`src/rtl/conv_pkg.sv`:
```
// Shared constants and types for the conv2 front end.
package conv_pkg;
  localparam int unsigned DATA_W      = 32;
  localparam int unsigned KERNEL      = 3;
  localparam int unsigned WIN_N       = KERNEL * KERNEL;
  localparam int unsigned CONV2_IMG_W = 14;
  localparam int unsigned CONV2_IMG_H = 14;

  typedef logic [DATA_W-1:0] word_t;
  typedef word_t window_t [0:WIN_N-1];
endpackage

```
`src/rtl/conv_line_buf.sv`:
```
// Enabled shift buffer: dout is din delayed by DEPTH enabled cycles.
module conv_line_buf #(
  parameter int unsigned DEPTH  = 14,
  parameter int unsigned DATA_W = 32
) (
  input  logic              clk,
  input  logic              rst,
  input  logic              en,
  input  logic [DATA_W-1:0] din,
  output logic [DATA_W-1:0] dout
);
  import conv_pkg::*;

  logic [DATA_W-1:0] sr [0:DEPTH-1];

  always_ff @(posedge clk) begin
    if (rst) begin
      sr <= '{default: '0};
    end else if (en) begin
      sr[0] <= din;
      for (int i = 1; i < int'(DEPTH); i++) begin
        sr[i] <= sr[i-1];
      end
    end
  end

  assign dout = sr[DEPTH-1];
endmodule

```
`src/rtl/conv2_window_gen.sv`:
```
// Raster-stream 3x3 window generator (stride 1, no padding) feeding the conv2 filter bank.
module conv2_window_gen #(
  parameter int unsigned IMG_W  = conv_pkg::CONV2_IMG_W,
  parameter int unsigned IMG_H  = conv_pkg::CONV2_IMG_H,
  parameter int unsigned DATA_W = conv_pkg::DATA_W
) (
  input  logic              clk,
  input  logic              rst,
  input  logic              in_valid,
  input  logic [DATA_W-1:0] in_data,
  output logic [DATA_W-1:0] data_out [0:8],
  output logic              out_valid,
  output logic              frame_done
);
  import conv_pkg::*;

  localparam int unsigned COL_W = $clog2(IMG_W);
  localparam int unsigned ROW_W = $clog2(IMG_H);

  logic [COL_W-1:0]  col_q;
  logic [ROW_W-1:0]  row_q;
  logic [DATA_W-1:0] lb0_out;
  logic [DATA_W-1:0] lb1_out;
  logic [DATA_W-1:0] win_q [0:8];
  logic [DATA_W-1:0] win_d [0:8];
  logic              col_last;
  logic              row_last;
  logic              emit;

  // LB0 holds the previous row, LB1 the row before that.
  conv_line_buf #(.DEPTH(IMG_W), .DATA_W(DATA_W)) u_lb0 (
    .clk  (clk),
    .rst  (rst),
    .en   (in_valid),
    .din  (in_data),
    .dout (lb0_out)
  );

  conv_line_buf #(.DEPTH(IMG_W), .DATA_W(DATA_W)) u_lb1 (
    .clk  (clk),
    .rst  (rst),
    .en   (in_valid),
    .din  (lb0_out),
    .dout (lb1_out)
  );

  assign col_last = (col_q == COL_W'(IMG_W - 1));
  assign row_last = (row_q == ROW_W'(IMG_H - 1));
  assign emit     = in_valid && (col_q >= COL_W'(2)) && (row_q >= ROW_W'(2));

  // Next window: shift every row left, new right column from the line buffers and input.
  always_comb begin
    win_d = win_q;
    if (in_valid) begin
      win_d[0] = win_q[1];
      win_d[1] = win_q[2];
      win_d[2] = lb1_out;
      win_d[3] = win_q[4];
      win_d[4] = win_q[5];
      win_d[5] = lb0_out;
      win_d[6] = win_q[7];
      win_d[7] = win_q[8];
      win_d[8] = in_data;
    end
  end

  always_ff @(posedge clk) begin
    if (rst) begin
      col_q      <= '0;
      row_q      <= '0;
      win_q      <= '{default: '0};
      data_out   <= '{default: '0};
      out_valid  <= 1'b0;
      frame_done <= 1'b0;
    end else begin
      out_valid  <= emit;
      frame_done <= emit && col_last && row_last;
      if (in_valid) begin
        win_q <= win_d;
        if (col_last) begin
          col_q <= '0;
          row_q <= row_last ? '0 : row_q + ROW_W'(1);
        end else begin
          col_q <= col_q + COL_W'(1);
        end
      end
      // Output words only change when a valid window is emitted.
      if (emit) begin
        data_out <= win_d;
      end
    end
  end
endmodule

```
`config.mk`:
```
export PLATFORM = sky130hd
export DESIGN_NAME = conv2_window_gen
export DESIGN_NICKNAME = d
export VERILOG_FILES = /design/src/rtl/conv_pkg.sv /design/src/rtl/conv_line_buf.sv /design/src/rtl/conv2_window_gen.sv
export SDC_FILE = /design/constraint.sdc
export NUM_CORES = 2
export LEC_CHECK = 0
export CAP_MARGIN = 20
export CORE_MARGIN = 1.5
export CORE_UTILIZATION = 35
export DETAILED_ROUTE_END_ITERATION = 8
export GPL_TIMING_DRIVEN = 1
export PLACE_DENSITY = 0.6
export RECOVER_POWER = 25
export SKIP_LAST_GASP = 1
export SLEW_MARGIN = 20
export SYNTH_ARGS = -nofsm -noshare
export SYNTH_HDL_FRONTEND = slang
export SYNTH_SLANG_ARGS = --single-unit
export TNS_END_PERCENT = 50
```
`constraint.sdc`:
```
create_clock -name clk -period 2.17 [get_ports clk]
set_clock_uncertainty 0.2 [all_clocks]
set_input_delay 0.434 -clock clk [delete_from_list [all_inputs] [get_ports clk]]
set_output_delay 0.434 -clock clk [all_outputs]
set_load 0.02 [all_outputs]
```
==> results.md <==
- Status: finished with violations
- Failing checks: negative setup slack
- CTS tree: yes
- Die width: 392.4 um
- Ys flop type: dfxtp_1
- Type of the worst setup path: flop to output pin
- CP endpoint kind: output pin
- Pwr dens: 873.5 mW/mm^2
- Vias in the first global route: 31709
- Yosys warns: 0
- First DRT Iteration DRCs: 1322
- Hold WC Path Type: input pin to flop
- Sequential element share of the synthesized area: 55.89%
- Worst Slack Setup Final: -0.1962 ns
- Fin cells: 7303
- P_leak: 28.44 nW
- Reg area: 0.02967 sq mm
- Final slew viol count: 0
- Synth Register Bits: 1482
- Post-synth EDFFs: 0
- Row cnt: 142
- Worst-path clk slew: 0.06 ns
- Met3 Track Usage GR: 3.776%
- Root buf cell: clkbuf_16
- Clock Sinks: 1482
- Cell variety after synth: 31
- Max cap viols: 0
- Tmin final: 2.366 ns
- Asr flop ratio synth: 0%
- Dpl ws: 0.05755 ns
- GR Util met1: 17.13%
- Bufs on Longest Clock Path: 3
- Worst Setup EP: data_out[253]
- DR vias/cell: 4.474
- DRC viols: 0
- Largest net degree at the start of global routing: 91
- CP top delay family: buffers and inverters
- Die Height: 392.4 um
- Most common library cells after synthesis: dfxtp_1, nor2_1, mux2i_1
- Max H-tree Level: 4
- RSZ-0062 raised after global routing: true
- DPL Wire Length: 72940 um
- Synth Instances: 4864
- Final worst path period share: 109.0%
- Most Crowded Layer GR: met2
- Critical path data arrival time: 1.73 ns
- IO Count: 325
- R2R setup slack: 0.16 ns
- ANT nets after route: 0
- Tot Pwr: 56.04 mW
- IO Port Bufs: 324
- Startpoint types: flop
- Critical path depth: 1
- Met2 Usage GRT: 23.14%
- Reg-to-Reg Start: col_q[1]
- Synth area leader: dfxtp_1
- Achievable Freq: 422.6 MHz
- Critical path peak fanout: 2
- Placed Instances: 7014
- # setup viols final: 388
- Post-Syn Nets: 4899
- Hold Path Stages: 3
- Cell area after synthesis: 0.05308 sq mm
- Bufs and invs on worst path: 1
- Inserted Clock Buffers: 156
- Layout cells sized above 1: 13.16%
- Fill cell count: 14135
- Slew @ Worst Pin: 0.8780 ns
- Max_slew headroom: 41.47%
- R2r worst-path depth: 5
- Die area: 0.1540 sq mm
- CP max stage delay: 0.61 ns
- Vias post-DR: 32671
- Final WL: 109000 um
- Clock latency on the worst-skew pair: 0.77 ns
- Final TNS setup: -27.30 ns
- Worst r2r dst: data_out[188]
- Multi-input logic area: 0.02151 sq mm
- Wire length of the first global-routing pass: 172800 um
- Synth-to-layout area growth: 20.87%
- Top-area cell type share of the netlist area: 55.89%
- Hold Violations, Final: 0
- Final nets: 5193
- Maximum vdd drop: 0.0006603 V
- Worst setup path start: data_out[253]
- Avg Inst Size Synth: 10.91 sq um
- GRT Overall Usage: 13.85%
- Synth area leaders: dfxtp_1, mux2i_1, nor2_1
- Final Wtd Congestion: 0.7680
- DRT Pass-1 Iters: 5
- Starting Density: 35.36%
- Critical-path cell list: clkdlybuf4s50_1
- Initial antenna violation count: 10
- Grt total ovfl: 0
- Routed len/inst: 14.93 um
- Diodes inserted: 0
- Worst EP required: 1.54 ns
- Slowest CP cell: clkdlybuf4s50_1
- Most frequent cell after synthesis: dfxtp_1
- Core Region: 0.1501 sq mm
-- flip-flops by register name (all words and copies together) (netlist names) --
name and flops:
u_lb1.sr 416, col_q 4, out_valid 1, win_q 288, u_lb0.dout 32, data_out 288, row_q 4, u_lb1.dout 32
frame_done 1, u_lb0.sr 416
-- power breakdown --
group          internal [mW]  total, mW  switching (mW)  leakage, nW
combinational          0.775       1.92            1.15         13.9
sequential              27.3       27.4          0.0865         11.9
clock                   15.6       26.7            11.1         2.59
total                   43.7       56.0            12.3         28.4
-- layout make-up --
| type | instances | share of cell area [%] |
|---|---|---|
| Clock buffer | 238 | 7.203 |
| Multi-Input combinational cell | 3045 | 33.52 |
| Clock inverter | 49 | 1.051 |
| Sequential cell | 1482 | 46.24 |
| Timing Repair Buffer | 473 | 8.055 |
| Tap cell | 2016 | 3.931 |
-- cells in the final DEF (no fill, tap or decap), types with 2 or more instances in the layout --
cell                n
a31oi_1             3
clkinv_8            3
nand4b_1            3
clkbuf_8           41
dfxtp_2             2
clkbuf_1           44
clkbuf_16         156
buf_6               5
clkdlybuf4s15_2    64
mux2i_1          1056
mux2_1             56
dlymetal6s2s_1     76
inv_6               3
nand2_1            68
nor2_1           1061
mux2_2            232
clkdlybuf4s15_1    78
clkbuf_4            5
clkinvlp_4          3
buf_4              82
nor3_1              4
buf_12             44
bufinv_16           6
clkdlybuf4s50_1    98
dlygate4sd3_1       2
clkinv_2           23
nor2b_1           288
nor4_1              2
nand2b_1          128
dfxtp_1          1480
inv_16              3
dlygate4sd2_1       3
clkinv_16           7
a21oi_1           132
clkbuf_2           11
-- what timing repair did --
action | in CTS | in global routing
setup buffers | 0 | 0
hold buffers | 2 | 0
cloned | 0 | 0
setup endpoints to repair | 288 | 153
resized for setup | 357 | 76
hold endpoints to repair | 31 | 0
-- worst min-delay path by stage --
| stage | startpoint | to | slack (ns) |
|---|---|---|---|
| floorplan | u_lb0.sr[447] | u_lb0.sr[447] | 0.25 |
| global placement | u_lb0.sr[440] | u_lb0.sr[440] | 0.26 |
| detailed placement | u_lb1.sr[422] | u_lb1.sr[422] | 0.26 |
| CTS | in_data[1] | u_lb0.sr[417] | 0.0001 |
| global route | in_data[1] | u_lb0.sr[417] | 0.04 |
| finish | in_data[1] | u_lb0.sr[417] | 0.05 |
-- layer usage --
metal	vias up	share of wire, %
met5	-	0.11
met3	167	4.7
met2	360	48
li1	16814	-
met1	15310	45
met4	20	2.3
-- cells by family after synthesis --
family,synth area share [%]
and+or+nand+nor,13.10
DFF,55.89
muxes,26.02
buffers and inverters,3.597
AOI/OAI and AO/OA,1.379
xor gates and xnor gates,0.01650
-- through the flow --
stage          hold WS (ns)  cell area, sq um  util (%)
2_1_floorplan        0.2493             53080         -
6_report            0.05125             64160     42.74
3_3_place_gp         0.2575             58770     39.15
5_1_grt             0.04399             64160     42.74
4_1_cts           0.0001068             64160     42.74
3_5_place_dp         0.2602             58770     39.15
Power figures use the tool's default switching activity.
